--- src/rtl/ssd_pkg.sv ---
// ----------------------------------------------------------------------------
// ssd_pkg -- shared types for the seven-segment display path.
//
// Contents:
//   state_e       : FSM states of the binary-to-BCD converter
//   bcd_digit_t   : one BCD digit (4 bits)
//   BCD_NINE      : largest legal BCD digit value
//   BCD_ADD3_MIN  : smallest digit that gets the double-dabble +3 correction
//   seg7_t        : segment vector {g,f,e,d,c,b,a}, active-high
//   bcd_to_seg7() : display encoding of a BCD digit (blank for 10..15)
// ----------------------------------------------------------------------------
package ssd_pkg;

    typedef enum logic [1:0] {
        IDLE  = 2'd0,
        SHIFT = 2'd1,
        DONE  = 2'd2
    } state_e;

    typedef logic [3:0] bcd_digit_t;

    localparam bcd_digit_t BCD_NINE     = 4'd9;
    localparam bcd_digit_t BCD_ADD3_MIN = 4'd5;

    typedef logic [6:0] seg7_t;

    function automatic seg7_t bcd_to_seg7(input bcd_digit_t digit);
        seg7_t seg;
        case (digit)
            4'd0:    seg = 7'b011_1111;
            4'd1:    seg = 7'b000_0110;
            4'd2:    seg = 7'b101_1011;
            4'd3:    seg = 7'b100_1111;
            4'd4:    seg = 7'b110_0110;
            4'd5:    seg = 7'b110_1101;
            4'd6:    seg = 7'b111_1101;
            4'd7:    seg = 7'b000_0111;
            4'd8:    seg = 7'b111_1111;
            4'd9:    seg = 7'b110_1111;
            default: seg = 7'b000_0000;
        endcase
        return seg;
    endfunction

endpackage

--- src/rtl/bin_to_bcd_if.sv ---
// ----------------------------------------------------------------------------
// bin_to_bcd_if -- request/result bundle of the binary-to-BCD converter.
//
// Signals:
//   i_start : conversion request (master -> slave)
//   i_bin   : unsigned binary value, BIN_W bits (master -> slave)
//   o_busy  : conversion in progress (slave -> master)
//   o_done  : one-cycle completion pulse (slave -> master)
//   o_bcd   : DIGITS packed BCD digits, MS digit in top nibble (slave -> master)
//   o_ovf   : value did not fit in DIGITS digits (slave -> master)
// Modports: master (requester), slave (converter).
// ----------------------------------------------------------------------------
interface bin_to_bcd_if #(
    parameter int BIN_W  = 14,
    parameter int DIGITS = 4
) ();

    logic                  i_start;
    logic [BIN_W-1:0]      i_bin;
    logic                  o_busy;
    logic                  o_done;
    logic [4*DIGITS-1:0]   o_bcd;
    logic                  o_ovf;

    modport master (
        output i_start, i_bin,
        input  o_busy, o_done, o_bcd, o_ovf
    );

    modport slave (
        input  i_start, i_bin,
        output o_busy, o_done, o_bcd, o_ovf
    );

endinterface

--- src/rtl/bcd_add3.sv ---
// ----------------------------------------------------------------------------
// bcd_add3 -- combinational double-dabble digit correction.
//
// Ports:
//   digit_i : scratch digit before the shift
//   digit_o : digit_i + 3 when digit_i >= 5, otherwise digit_i unchanged
// A digit >= 5 would become >= 10 after the left shift; adding 3 first makes
// the shift carry into the next digit instead.
// ----------------------------------------------------------------------------
module bcd_add3
    import ssd_pkg::*;
(
    input  bcd_digit_t digit_i,
    output bcd_digit_t digit_o
);

    assign digit_o = (digit_i >= BCD_ADD3_MIN) ? digit_i + 4'd3 : digit_i;

endmodule

--- src/rtl/bin_to_bcd.sv ---
// ----------------------------------------------------------------------------
// bin_to_bcd -- sequential binary-to-BCD converter (shift-and-add-3).
//
// Ports:
//   clk   : system clock
//   rst_n : asynchronous active-low reset
//   bus   : bin_to_bcd_if.slave (i_start, i_bin, o_busy, o_done, o_bcd, o_ovf)
// Parameters:
//   BIN_W  : binary input width
//   DIGITS : BCD output digits; legal only when 2^BIN_W-1 < 10^(DIGITS+1)
//
// One request is converted with BIN_W SHIFT cycles plus one DONE cycle; the
// result and o_done register on the DONE exit edge. A spare (DIGITS+1)th
// scratch digit catches values above 10^DIGITS-1 and drives o_ovf.
//
// Build option: BIN_TO_BCD_SAT_EN -- when defined, an overflowing result
// reads as all nines; when undefined, o_bcd carries the low DIGITS digits.
// ----------------------------------------------------------------------------
module bin_to_bcd
    import ssd_pkg::*;
#(
    parameter int BIN_W  = 14,
    parameter int DIGITS = 4
) (
    input  logic       clk,
    input  logic       rst_n,
    bin_to_bcd_if.slave bus
);

    localparam int SCR_W = 4 * (DIGITS + 1);
    localparam int OUT_W = 4 * DIGITS;
    localparam int CNT_W = (BIN_W > 1) ? $clog2(BIN_W) : 1;
    localparam logic [CNT_W-1:0] CNT_LAST = CNT_W'(BIN_W - 1);

    state_e            state_q, state_d;
    logic [CNT_W-1:0]  cnt_q, cnt_d;
    logic [BIN_W-1:0]  bin_q, bin_d;
    logic [SCR_W-1:0]  scr_q, scr_d;
    logic [SCR_W-1:0]  scr_adj;
    logic [OUT_W-1:0]  bcd_q, bcd_d;
    logic              ovf_q, ovf_d;
    logic              done_q, done_d;
    logic              scr_ovf;

    // Per-digit +3 correction applied ahead of every shift.
    for (genvar g = 0; g < DIGITS + 1; g++) begin : g_add3
        bcd_add3 u_add3 (
            .digit_i (scr_q[4*g +: 4]),
            .digit_o (scr_adj[4*g +: 4])
        );
    end

    assign scr_ovf = |scr_q[SCR_W-1 -: 4];

    // NOTE: every always_comb output gets a hold/idle default before the case,
    // so no path leaves a variable unassigned and no latch is inferred.
    always_comb begin
        state_d = state_q;
        cnt_d   = cnt_q;
        bin_d   = bin_q;
        scr_d   = scr_q;
        bcd_d   = bcd_q;
        ovf_d   = ovf_q;
        done_d  = 1'b0;

        case (state_q)
            IDLE: begin
                if (bus.i_start) begin
                    bin_d   = bus.i_bin;
                    scr_d   = '0;
                    cnt_d   = '0;
                    state_d = SHIFT;
                end
            end
            SHIFT: begin
                // Corrected scratch and remaining binary shift as one word.
                {scr_d, bin_d} = {scr_adj, bin_q} << 1;
                cnt_d          = cnt_q + 1'b1;
                if (cnt_q == CNT_LAST) begin
                    state_d = DONE;
                end
            end
            DONE: begin
                ovf_d  = scr_ovf;
`ifdef BIN_TO_BCD_SAT_EN
                bcd_d  = scr_ovf ? {DIGITS{BCD_NINE}} : scr_q[OUT_W-1:0];
`else
                bcd_d  = scr_q[OUT_W-1:0];
`endif
                done_d  = 1'b1;
                state_d = IDLE;
            end
            default: begin
                state_d = IDLE;
            end
        endcase
    end

    // NOTE: state registers use non-blocking assignments so every flop
    // samples the pre-edge values regardless of statement order.
    always_ff @(posedge clk or negedge rst_n) begin
        if (!rst_n) begin
            state_q <= IDLE;
            cnt_q   <= '0;
            bin_q   <= '0;
            scr_q   <= '0;
            bcd_q   <= '0;
            ovf_q   <= 1'b0;
            done_q  <= 1'b0;
        end else begin
            state_q <= state_d;
            cnt_q   <= cnt_d;
            bin_q   <= bin_d;
            scr_q   <= scr_d;
            bcd_q   <= bcd_d;
            ovf_q   <= ovf_d;
            done_q  <= done_d;
        end
    end

    assign bus.o_busy = (state_q != IDLE);
    assign bus.o_done = done_q;
    assign bus.o_bcd  = bcd_q;
    assign bus.o_ovf  = ovf_q;

endmodule

--- src/flat_wrapper.sv ---
// flat-port wrapper written by rule: the top's interface ports become plain ports
module bin_to_bcd_flat import ssd_pkg::*;
#(
    parameter int BIN_W  = 14,
    parameter int DIGITS = 4
)
  (clk, rst_n, bus_i_start, bus_i_bin, bus_o_busy, bus_o_done, bus_o_bcd, bus_o_ovf);
  bin_to_bcd_if #(.BIN_W(BIN_W), .DIGITS(DIGITS)) bus_i ();
  input  logic clk;
  input  logic rst_n;
  input wire logic [$bits(bus_i.i_start)-1:0] bus_i_start;
  input wire logic [$bits(bus_i.i_bin)-1:0] bus_i_bin;
  output wire logic [$bits(bus_i.o_busy)-1:0] bus_o_busy;
  output wire logic [$bits(bus_i.o_done)-1:0] bus_o_done;
  output wire logic [$bits(bus_i.o_bcd)-1:0] bus_o_bcd;
  output wire logic [$bits(bus_i.o_ovf)-1:0] bus_o_ovf;
  assign bus_i.i_start = bus_i_start;
  assign bus_i.i_bin = bus_i_bin;
  assign bus_o_busy = bus_i.o_busy;
  assign bus_o_done = bus_i.o_done;
  assign bus_o_bcd = bus_i.o_bcd;
  assign bus_o_ovf = bus_i.o_ovf;
  bin_to_bcd #(.BIN_W(BIN_W), .DIGITS(DIGITS)) u_core (.clk(clk), .rst_n(rst_n), .bus(bus_i));
endmodule
--- config.mk ---
export PLATFORM = sky130hd
export DESIGN_NAME = bin_to_bcd_flat
export DESIGN_NICKNAME = d
export VERILOG_FILES = /design/src/rtl/ssd_pkg.sv /design/src/rtl/bin_to_bcd_if.sv /design/src/rtl/bcd_add3.sv /design/src/rtl/bin_to_bcd.sv /design/src/flat_wrapper.sv
export SDC_FILE = /design/constraint.sdc
export NUM_CORES = 1
export LEC_CHECK = 0
export ABC_AREA = 1
export CORE_MARGIN = 5
export CORE_UTILIZATION = 52
export CTS_BUF_LIST = sky130_fd_sc_hd__clkbuf_8
export DETAILED_ROUTE_END_ITERATION = 7
export DONT_BUFFER_PORTS = 1
export GPL_ROUTABILITY_DRIVEN = 1
export GPL_TIMING_DRIVEN = 0
export PLACE_DENSITY = 0.67
export SLEW_MARGIN = 10
export SYNTH_ARGS = -nofsm -noshare
export SYNTH_HDL_FRONTEND = slang
export SYNTH_SLANG_ARGS = --single-unit
--- constraint.sdc ---
create_clock -name clk -period 1.4 [get_ports clk]
set_input_delay 0.14 -clock clk [delete_from_list [all_inputs] [get_ports clk]]
set_output_delay 0.14 -clock clk [all_outputs]
set_load 0.01 [all_outputs]
---- After elaboration in Yosys (flattened, before gate mapping) ----
Cells that the tools add are included.
cells by class
  add/subtract/negate cells ............... 6
  shift operators ......................... 0
  reduce and logical (&&, ||, !) cells .... 6
  divide/modulo/power cells ............... 0
  muxes and demuxes ....................... 15
  multiply operators ...................... 0
  eq/ne operators ......................... 5
  bitwise logic cells ..................... 0
  $lt $le $gt $ge ......................... 5
operator list
  kind                   number
  $pmux W20 S2           1
  $pmux W14 S2           1
  $ge A4 B3 Y1 const B   5
  $mux W20               1
  $mux W4                5
  $add A4 B2 Y4 const B  4
  $mux W14               1
  $pmux W4 S2            1
  $add A4 B1 Y4 const B  1
  $eq A4 B4 Y1 const B   1
  $mux W2                2
  $pmux W2 S2            1
  $reduce_and A2 Y1      2
  $reduce_bool A2 Y1     2
  $reduce_or A4 Y1       1
  $add A3 B2 Y3 const B  1
  $mux W3                1
  $eq A2 B1 Y1 const B   1
  $eq A2 B2 Y1 const B   1
  $logic_not A2 Y1       1
  $ne A2 B1 Y1 const B   1
  $ne A2 B2 Y1 const B   1
  $mux W1                1
storage, ports and cells
  register bits after elaboration ......... 58
  memory bits (read-only) ................. 0
  word-level logic and storage cells ...... 44
  latch bits .............................. 0
  output and inout bits ................... 19
  bits of input ports ..................... 17
  memories kept ........................... 0
  RAM bits ................................ 0

---- Logic depth before layout (Yosys ltp) ----
Gate-level depths: netlist (run 1).
  word-level depth ........................ 3
  depth in mapped cells ................... 8
  gate-level depth less buffers ........... 8

---- Cells and area by module ----
Synthesis (run 1) repeated with hierarchy kept, for this count alone.
unflattened totals
  cells, all modules ...................... 370
  area total of the unflattened synthesis .. 3,012.9 µm²
by module, submodules not included
  module      instances  sequential area each (µm²)  area each (µm²)  cells an instance
  bin_to_bcd  1          1,451.4                     2,337.2          255
  bcd_add3    5          0.0                         135.1            23

---- Worst setup path before layout (run 1) ----
No wires, ideal clock.
  path kind ............................... flip-flop to flip-flop
  from .................................... register u_core.scr_q[8]
  to ...................................... register u_core.scr_q[10]
  data required time ...................... 1,283 ps
  buffers on the path ..................... 0
  library setup time ...................... 117 ps
  stages on the path, launching flop included .. 9
  arrival ................................. 1,026 ps
  clock period less this slack ............ 1,143 ps
  setup slack ............................. 257 ps
  cell sequence ........................... dfrtp_1 > inv_1 > ha_1 > inv_1 > nand2_1 > nand3_1 > nand2_1 > nand3_1 > nand2_1
on the way
  longest elaborated chain between the ends .. 3
  elaborated cells on any way between the ends .. 4
  those cells by class .................... 1 x add/sub; 1 x order compare; 2 x mux
RTL lines
  item                                           RTL line           text
  start, declared                                bin_to_bcd.sv:38   logic [SCR_W-1:0] scr_q, scr_d;
  start signal, assigned                         bin_to_bcd.sv:114  scr_q <= scr_d;
  $add A4 B2 Y4 or $ge A4 B3 Y1 (tied branches)  bcd_add3.sv:17     assign digit_o = (digit_i >= BCD_ADD3_MIN) ? digit_i + 4'd3 : digit_i;
  $mux W4 *                                      bcd_add3.sv:17
  $pmux W20 S2 *                                 bin_to_bcd.sv:66   case (state_q)
Mark *: on every way between the ends. The rest lies on a longest branch, timed or not.
A chain may end at the register's enable or synchronous reset.

---- Worst setup path in the final report (run 1) ----
  from .................................... register u_core.state_q[0]
  to ...................................... register u_core.scr_q[14]
on the way
  longest elaborated chain between the ends .. 3
  elaborated cells on any way between the ends .. 6
  those cells by class .................... 2 x eq/ne; 1 x mux; 3 x reduce/logical
RTL lines
  item                                                                 RTL line           text
  start, declared                                                      bin_to_bcd.sv:35   state_e state_q, state_d;
  start signal, assigned                                               bin_to_bcd.sv:111  state_q <= state_d;
  $eq A2 B1 Y1 or $logic_not A2 Y1 (tied branches)                     bin_to_bcd.sv:66
  $reduce_bool A2 Y1 (no source line) or $ne A2 B2 Y1 (tied branches)  n/a
  $reduce_and A2 Y1 (no source line)                                   n/a
Several ways; a longest one is shown, not always the timed one.

==> results of run 1 <==
[layer usage]
layer,GRT usage,vias to the layer above
met1,0.237,1093
met3,0.0652,11
met5,0,-
li1,-,1155
met4,0.0614,0
met2,0.282,46
[layout by cell type (no fill, tap or decap), types with 10 or more instances in the layout]
cell type,netlist,final
sky130_fd_sc_hd__ha_1,13,13
sky130_fd_sc_hd__nand4_1,11,11
sky130_fd_sc_hd__o21ai_1,12,12
sky130_fd_sc_hd__o21ai_0,20,20
sky130_fd_sc_hd__dfrtp_1,58,58
sky130_fd_sc_hd__nand3_1,40,38
sky130_fd_sc_hd__nand2_1,123,123
sky130_fd_sc_hd__clkbuf_8,0,10
sky130_fd_sc_hd__dlygate4sd3_1,0,14
sky130_fd_sc_hd__inv_1,28,26
[registers in the layout, summed over array words and instances, names as in the netlist]
name / count
u_core.scr_q: 20
u_core.bus.o_done: 1
u_core.state_q: 2
u_core.bus.o_bcd: 16
u_core.bin_q: 14
u_core.bus.o_ovf: 1
u_core.cnt_q: 4
[worst register-to-register path: cells and delay by family (launching register included)]
kind	cells	cell delay (ns)
DFF	1	0.44
and+or+nand+nor	4	0.43
buffers and inverters	2	0.35
[repair_timing]
action | in CTS | in global routing
setup endpoints to repair | 0 | 11
gates resized for setup | 0 | 8
setup buffers | 0 | 1
endpoints found under the hold margin | 72 | 58
[report_power, final]
group | switching [mW] | internal, mW | total (mW)
clock network | 0.677 | 1.04 | 1.71
logic | 1.71 | 1.10 | 2.81
registers | 0.615 | 2.38 | 2.99
[metrics by stage]
stage | setup slack [ns] | power, mW | utilization | TNS, ns
floorplan | 0.257 | 5.07 | - | 0
global placement | 0.125 | 5.62 | 0.560 | 0
detailed placement | 0.0961 | 5.72 | 0.560 | 0
CTS | 0.0747 | 7.50 | 0.629 | 0
global route | -0.00792 | 8.20 | 0.635 | -0.0112
finish | 0.112 | 7.51 | 0.635 | 0
[cells by family after synthesis]
family	after synthesis	share of synthesized area
AND/OR/NAND/NOR	186	0.280
flip-flops	58	0.517
buffers and inverters	43	0.0704
AO/OA/AOI/OAI	40	0.0753
adder cells (fa/ha/maj)	13	0.0579
[layout make-up]
cell class                 count  area, sq um  share of cell area
clock buffer                  10          138              0.0419
timing repair buffer          15          148              0.0450
tap                           70         87.6              0.0267
clock inverter                 6         81.3              0.0248
sequential                    58         1450               0.442
buffer                        11         82.6              0.0252
inverter                      32          120              0.0366
multi-input combinational    239         1170               0.358
[worst min-delay path by stage]
stage | endpoint | slack, ns | depth (start not counted)
after detailed placement | u_core.bus.o_bcd[1]$_DFFE_PN0P_ | -0.15 | 0
final | u_core.bus.o_bcd[0]$_DFFE_PN0P_ | -0.51 | 0
after CTS | u_core.bus.o_bcd[1]$_DFFE_PN0P_ | -0.52 | 0
after global routing | u_core.bus.o_bcd[0]$_DFFE_PN0P_ | -0.54 | 0
after floorplan | u_core.bin_q[0]$_DFFE_PN0P_ | -0.16 | 0
after global placement | u_core.bus.o_bcd[1]$_DFFE_PN0P_ | -0.15 | 0
==> impl_metrics.ini, run 1 <==
[setup_path]
timing.critical_path.cells = nand2_1 -> nand2_2 -> inv_2 -> buf_4 -> nand2_1 -> nand2_1
critPathRequiredTime_ns = 1.67
critical-path-top-delay-family = flip-flops
critical_path_class = reg2reg
timing.reg2reg.worst_path_depth = 6
number_of_gates_on_the_worst_path_with_buffers_counted = 6
critPathLaunch = u_core.state_q[0]$_DFFE_PN0P_
crit_top_cell = sky130_fd_sc_hd__nand2_1
regToRegEndpoint = u_core.scr_q[14]$_DFFE_PN0P_
worst-path-buf-inv = 2
worst_path_largest_cell_delay_ns = 0.44
worst_setup_path_end_kind = register
critical_path.endpoint = u_core.scr_q[14]$_DFFE_PN0P_
start_kind = register
worst-endpoint-arrival_ns = 1.56
crit_path_top_delay_cell = sky130_fd_sc_hd__dfrtp_1
r2r_setup_slack_ns = 0.11
crit_fanout = 10
r2r-start = u_core.state_q[0]$_DFFE_PN0P_

[placed_design]
finalWeightedCongestion = 0.828
dpl-instance-area_sq_mm = 0.00290
buffer_ports.inserted = 0
placedCellCount = 410
dpl.hpwl_um = 3940

[layout]
final_cell_area_sq_mm = 0.00328
num-nets-final = 396
flow.area_growth_from_synthesis_pct = 16.9
final_layout_size_suffix_gt1_frac = 0.105
final.fill_count = 466
post_layout_cell_count = 441
n_antenna_cell = 0

[synth]
synthesis.yosys.warnings = 0
synth.most_common_cell = sky130_fd_sc_hd__nand2_1
synth_top_flop_cell = sky130_fd_sc_hd__dfrtp_1
synth_largest_area_cell = sky130_fd_sc_hd__dfrtp_1
synthTopCellsByCount = sky130_fd_sc_hd__nand2_1, sky130_fd_sc_hd__dfrtp_1, sky130_fd_sc_hd__nand3_1
postSynthRegisterBits = 58
syn-num-nets = 370
synthesis.area_per_instance_sq_um = 8.26
syn-instance-count = 340
synth-edff-count = 0
async_reset_ff_frac = 1.00
ys_top_cells_by_area = sky130_fd_sc_hd__dfrtp_1, sky130_fd_sc_hd__nand2_1, sky130_fd_sc_hd__nand3_1, sky130_fd_sc_hd__ha_1, sky130_fd_sc_hd__inv_1
seq_area_frac_synth = 0.517
synth.cell_area_sq_mm = 0.00281
yosys.cell_types.count = 21
yosysTopAreaCellShare = 0.517

[route]
vias_per_cell = 5.23
maxUsedRoutingLayer = met4
route.antenna.remaining_nets = 0
drt-pass1-iter-count = 4
avgRoutedWirePerCell_um = 13.5
vias = 2305
first_iter_violations = 118
drcViolationCount = 0
dr_wl_met3_um = 301
m1WireLength_um = 2820
wirelength_um = 5930
routed-wl-met2_um = 2730

[sta]
layout_min_cycle_time_ns = 1.29
hold_violations = 58
timing.max_slew.rel_slack = 0.731
timing.fmax_mhz = 776
rsz0062_at_grt = true
holdWs_ns = -0.507
final.period_utilization = 0.920
setup-violations-final = 0
finalClockSkew_ns = 0.00351
tightestPinTransition_ns = 0.404
timing.final.max_slew_violations = 0

[cts]
clkTransAtPathRegs_ns = 0.07
cts_buffers = 9
clk-insertion-delay-late_ns = 0.33
ctsRootBufferMaster = sky130_fd_sc_hd__clkbuf_8
cts-htree-levels = 3
clockBufferDepth = 2
cts_tree = done
post_cts_hold_buffer_count = 14
numClockSinks = 58

[floorplan]
placement_rows = 26
die_width_um = 83.5
fp.dieH_um = 83.5
initial_core_util = 0.543
design.die.area_sq_mm = 0.00697
design.core.area_sq_mm = 0.00517
floorplan.io_pins = 36

[status]
run_status = finished with violations
failing_checks = negative hold slack

[job]
number_of_max_cap_violations = 0

[power]
powerDensity_mw_per_mm2 = 2290
worst_ir_drop_vdd_v = 0.00105
static-leakage-power_nw = 1.67

[global_route]
grt_pass1_vias = 2212
grt_first_pass_wirelength_um = 10300
global_route.usage.total = 0.182
grt_max_degree = 59
grt_antenna_before_repair = 0
globalRoute.totalOverflow = 0

[hold_path]
hp-class = in2async
No activity file was read; power rests on OpenSTA's default activity.
==> run 2: changes to the inputs <==
- PLACE_DENSITY: 0.67 -> 0.7
- clock period: 1.4 -> 1.08 ns (I/O delays scaled with it)
==> run 2 against run 1 <==
  * Non-clock buffer count rose by 37
  * First-iteration DRC count increased by 69%
  * Largest power group is now combinational cells
  * The flow finishes with violations (negative hold slack, negative setup slack)
  * Flip-flop and latch count unchanged
==> impl_metrics.ini, run 2 (synthesized netlist as in run 1, its figures left out) <==
[status]
run_status = finished with violations
failing_checks = negative hold slack, negative setup slack

[power]
power_frac_seq = 0.344
static-leakage-power_nw = 2.00
total_power_mw = 11.8
powerDensity_mw_per_mm2 = 2930
switchingPower_mw = 4.98
power.switching_fraction = 0.423
power_report.internal_total_mw = 6.79
proportion_of_power_drawn_by_combinational_gates = 0.517
clkPwrFrac = 0.139
worst_ir_drop_vdd_v = 0.00143

[floorplan]
die_width_um = 83.5
placement_rows = 26
design.core.area_sq_mm = 0.00517
floorplan.io_pins = 36
design.die.area_sq_mm = 0.00697
fp.dieH_um = 83.5
initial_core_util = 0.543

[sta]
layout_min_cycle_time_ns = 1.20
post-route-worst-setup-slack_ns = -0.124
rsz0062_at_grt = true
setup-violations-final = 49
timing.fmax_mhz = 831
tightestPinTransition_ns = 0.314
holdWs_ns = -0.534
timing.max_slew.rel_slack = 0.791
hold_violations = 58
final.period_utilization = 1.11
timing.final.max_slew_violations = 0
finalClockSkew_ns = 0.00665
totalNegativeSetupSlack_ns = -3.56

[global_route]
grt_first_pass_wirelength_um = 12000
global_route.usage.total = 0.209
globalRoute.totalOverflow = 0
grt_pass1_vias = 2566
grt_max_degree = 59
grt_antenna_before_repair = 0

[layout]
n_antenna_cell = 0
num-nets-final = 433
fin_util = 0.777
max_reg_flops = 20
flow.area_growth_from_synthesis_pct = 43.1
layout_commonest_cell = sky130_fd_sc_hd__nand2_1
final_cell_area_sq_mm = 0.00402
final_layout_size_suffix_gt1_frac = 0.350
regMostFlops = u_core.scr_q
post_layout_cell_count = 476
layout_common_cells = sky130_fd_sc_hd__nand2_1, sky130_fd_sc_hd__dfrtp_1, sky130_fd_sc_hd__buf_4, sky130_fd_sc_hd__o21ai_1, sky130_fd_sc_hd__nand3_1

[cts]
clockBufferDepth = 2
cts_tree = done
clk-insertion-delay-late_ns = 0.33
cts-htree-levels = 3
numClockSinks = 58
cts_buffers = 9
ctsRootBufferMaster = sky130_fd_sc_hd__clkbuf_8
post_cts_hold_buffer_count = 14
clkTransAtPathRegs_ns = 0.06

[placed_design]
placedCellCount = 410
finalWeightedCongestion = 0.878
buffer_ports.inserted = 0
dpl-instance-area_sq_mm = 0.00294
dpl.hpwl_um = 4080
setup_slack_after_placement_ns = -0.206

[route]
drcViolationCount = 0
wirelength_um = 7400
route.antenna.remaining_nets = 0
vias = 2561
vias_per_cell = 5.38
first_iter_violations = 200
drt-pass1-iter-count = 4
avgRoutedWirePerCell_um = 15.5

[setup_path]
crit_fanout = 3
critical_path_class = reg2reg
critPathRequiredTime_ns = 1.33
worst-endpoint-arrival_ns = 1.45
worst_setup_path_end_kind = register
start_kind = register

[hold_path]
hp-class = in2async

[job]
number_of_max_cap_violations = 0
-- run 2: final cells by class --
cell class / instances / area [sq um]
inverter: 32 / 138
buffer: 11 / 160
sequential: 58 / 1460
timing repair buffer: 52 / 498
clock buffer: 10 / 138
multi-input combinational: 239 / 1530
clock inverter: 4 / 15.0
tap: 70 / 87.6
fill: 330 / 1150
-- run 2: repair_timing --
action                                  4_1_cts  5_1_grt
endpoints found under the hold margin        72       58
pin swaps                                    21       15
buffers inserted                             25        8
gates cloned                                  3        2
endpoints found under the setup margin       56       55
resized for setup                            65       70
-- run 2: worst max-delay path, stage by stage, from the launching register on --
cell and delay (ns):
sky130_fd_sc_hd__dfrtp_1 0.36, sky130_fd_sc_hd__inv_2 0.07, sky130_fd_sc_hd__buf_4 0.14, sky130_fd_sc_hd__nor2_4 0.14, sky130_fd_sc_hd__buf_4 0.12, sky130_fd_sc_hd__buf_4 0.10, sky130_fd_sc_hd__nor2_1 0.03, sky130_fd_sc_hd__a31oi_1 0.15
-- run 2: path summary, 6_finish.rpt --
path | start | endpoint | slack (ns) | cells past startpoint
hold reg to reg | u_core.bin_q[0]$_DFFE_PN0P_ | u_core.bin_q[0]$_DFFE_PN0P_ | 0.48 | 2
setup reg to reg | u_core.state_q[1]$_DFFE_PN0P_ | u_core.bus.o_ovf$_DFFE_PN0P_ | -0.12 | 7
min in group clk | bus_i_start | u_core.state_q[0]$_DFFE_PN0P_ | 0.04 | 3
hold / removal | rst_n | u_core.scr_q[5]$_DFFE_PN0P_ | -0.53 | 0
max in group asynchronous | rst_n | u_core.scr_q[12]$_DFFE_PN0P_ | 1.51 | 0
setup / recovery | u_core.state_q[1]$_DFFE_PN0P_ | u_core.bus.o_ovf$_DFFE_PN0P_ | -0.12 | 7
-- run 2: power by group through the flow --
stage,Clock [mW],Combinational (mW),Sequential (mW)
CTS,1.64,5.01,3.96
finish,1.63,6.09,4.05
global route,1.79,6.74,4.15
detailed placement,0,3.70,3.94
global placement,0,3.55,3.91
floorplan,0,2.98,3.76
-- run 2: per-layer routing --
layer / global-route usage / vias up / wire (um)
li1: - / 1234 / -
met1: 0.265 / 1245 / 3040
met2: 0.340 / 69 / 3840
met3: 0.0602 / 13 / 416
met4: 0.0789 / 0 / 106
met5: 0 / - / 0
==> run 3: changes to the inputs <==
- CORE_UTILIZATION: 52 -> 34
- PLACE_DENSITY: 0.7 -> 0.48
- SYNTH_HIERARCHICAL: default -> 1
- clock period: 1.08 -> 1.2 ns (I/O delays scaled with it)
==> run 3 against run 2 <==
  * The flow still finishes with violations (negative hold slack, negative setup slack)
  * Worst hold slack better by 0.0094 ns
  * Clock skew hardly changed
  * Synthesized cell count is 7.4% higher
  * Global-route usage is 8.0 points lower
  * Combinational power is 12% lower
  * Count of clock-buffer cells in the layout stayed put
  * Highest routed layer unchanged
  * Sequential share of layout area is 0.71 points lower
  * Maximum frequency is 3.4% lower
  * Critical path depth is 1 higher
  * Critical path type unchanged
  * Die area is 54% higher
==> impl_metrics.ini, run 3 <==
[floorplan]
fp.dieH_um = 104
die_width_um = 104
design.die.area_sq_mm = 0.0108
placement_rows = 34
design.core.area_sq_mm = 0.00864
floorplan.io_pins = 36
initial_core_util = 0.346

[sta]
layout_min_cycle_time_ns = 1.25
post-route-worst-setup-slack_ns = -0.0456
timing.final.max_slew_violations = 0
rsz0062_at_grt = true
totalNegativeSetupSlack_ns = -0.240
setup-violations-final = 9
final.period_utilization = 1.04
timing.max_slew.rel_slack = 0.830
finalClockSkew_ns = 0.00714
holdWs_ns = -0.525
timing.fmax_mhz = 803
hold_violations = 58
tightestPinTransition_ns = 0.255

[job]
number_of_max_cap_violations = 0

[layout]
flow.area_growth_from_synthesis_pct = 37.5
num-nets-final = 445
register_area_sq_mm = 0.00146
layout_common_cells = sky130_fd_sc_hd__nand2_1, sky130_fd_sc_hd__dfrtp_1, sky130_fd_sc_hd__nand3_1, sky130_fd_sc_hd__inv_1, sky130_fd_sc_hd__buf_4
regMostFlops = u_core/scr_q
max_reg_flops = 20
fin_util = 0.476
final.fill_count = 842
n_antenna_cell = 0
final_layout_size_suffix_gt1_frac = 0.371
multi_input_comb_area_sq_mm = 0.00162
layout_commonest_cell = sky130_fd_sc_hd__nand2_1

[synth]
synthesis.yosys.warnings = 6
synthesis.area_per_instance_sq_um = 8.18
syn-num-nets = 394
syn-instance-count = 365
synth.cell_area_sq_mm = 0.00299

[power]
powerDensity_mw_per_mm2 = 2660
power_report.internal_total_mw = 6.44
proportion_of_power_drawn_by_combinational_gates = 0.487
worst_ir_drop_vdd_v = 0.000972
switchingPower_mw = 4.49
total_power_mw = 10.9
static-leakage-power_nw = 1.98
power.switching_fraction = 0.411
power_frac_seq = 0.330
clkPwrFrac = 0.182

[cts]
post_cts_hold_buffer_count = 14
numClockSinks = 58
cts_buffers = 9
cts-htree-levels = 3
cts_tree = done
ctsRootBufferMaster = sky130_fd_sc_hd__clkbuf_8
clockBufferDepth = 2
clkTransAtPathRegs_ns = 0.07
clk-insertion-delay-late_ns = 0.33

[route]
avgRoutedWirePerCell_um = 13.8
wirelength_um = 7290
vias_per_cell = 4.80
drt-pass1-iter-count = 4
drcViolationCount = 0
first_iter_violations = 66
route.antenna.remaining_nets = 0
vias = 2541

[global_route]
grt_max_degree = 59
globalRoute.totalOverflow = 0
global_route.usage.total = 0.130
grt_first_pass_wirelength_um = 11600
grt_pass1_vias = 2365
grt_antenna_before_repair = 0

[placed_design]
buffer_ports.inserted = 0
finalWeightedCongestion = 0.838
dpl.hpwl_um = 4420
setup_slack_after_placement_ns = -0.216

[status]
run_status = finished with violations
failing_checks = negative hold slack, negative setup slack

[hold_path]
hp-class = in2async

[setup_path]
worst_setup_path_end_kind = register
critical_path_class = reg2reg
timing.reg2reg.worst_path_depth = 8
critPathRequiredTime_ns = 1.46
r2r_setup_slack_ns = -0.05
crit_fanout = 4
start_kind = register
worst-endpoint-arrival_ns = 1.51
[run 3: final timing paths]
check	startpoint	to
max	u_core/scr_q[13]$_DFFE_PN0P_	u_core/scr_q[13]$_DFFE_PN0P_
min	rst_n	u_core/bus.o_bcd[9]$_DFFE_PN0P_
max reg2reg	u_core/scr_q[13]$_DFFE_PN0P_	u_core/scr_q[13]$_DFFE_PN0P_
min reg2reg	u_core/bin_q[9]$_DFFE_PN0P_	u_core/bin_q[10]$_DFFE_PN0P_
max in group asynchronous	rst_n	u_core/scr_q[0]$_DFFE_PN0P_
min in group clk	bus_i_start	u_core/bin_q[1]$_DFFE_PN0P_
[run 3: stage by stage]
step | hold slack [ns] | instances | area (sq um)
floorplan | -0.176 | 365 | 2990
finish | -0.525 | 529 | 4110
CTS | -0.547 | 511 | 3620
detailed placement | -0.174 | 473 | 3120
global placement | -0.174 | 473 | 3120
global route | -0.552 | 529 | 4110
[run 3: power groups by stage]
stage                     sequential (mW)  combinational, mW  clock [mW]
after floorplan                      3.32               2.98           0
after global placement               3.51               3.54           0
after detailed placement             3.51               3.59           0
after CTS                            3.48               4.08        2.04
after global routing                 3.74               5.95        2.12
final                                3.61               5.33        1.99
[run 3: cell type report]
type	instances	share of cell area
flip-flops and latches	58	0.355
clock inverters	6	0.0198
well taps	108	0.0329
multi-input cells	251	0.395
inverters	43	0.0411
plain buffers	13	0.0305
clock buffers	10	0.0335
repair buffers	40	0.0920
[run 3: repair_timing]
action                                  CTS  global route
hold endpoints to repair                 72            58
pin swaps                                14            49
cloned                                    0             2
resized for setup                        40           101
endpoints found under the setup margin   49            55
buffers inserted                          8            16
[run 3: layer usage]
layer | global-route usage | vias up | part of all wire
li1 | - | 1265 | -
met1 | 0.169 | 1214 | 0.45
met4 | 0.0361 | 0 | 0.0023
met5 | 0 | - | 0
met2 | 0.207 | 60 | 0.49
met3 | 0.0410 | 2 | 0.055
[run 3: critical path, stage by stage (launching register included)]
cell                      delay [ns]
sky130_fd_sc_hd__dfrtp_1        0.41
sky130_fd_sc_hd__inv_2          0.13
sky130_fd_sc_hd__ha_4           0.17
sky130_fd_sc_hd__nor2_4         0.05
sky130_fd_sc_hd__nor2_4         0.16
sky130_fd_sc_hd__nand2_1        0.07
sky130_fd_sc_hd__nand2_1        0.08
sky130_fd_sc_hd__nand2_1        0.05
sky130_fd_sc_hd__o21ai_1        0.06
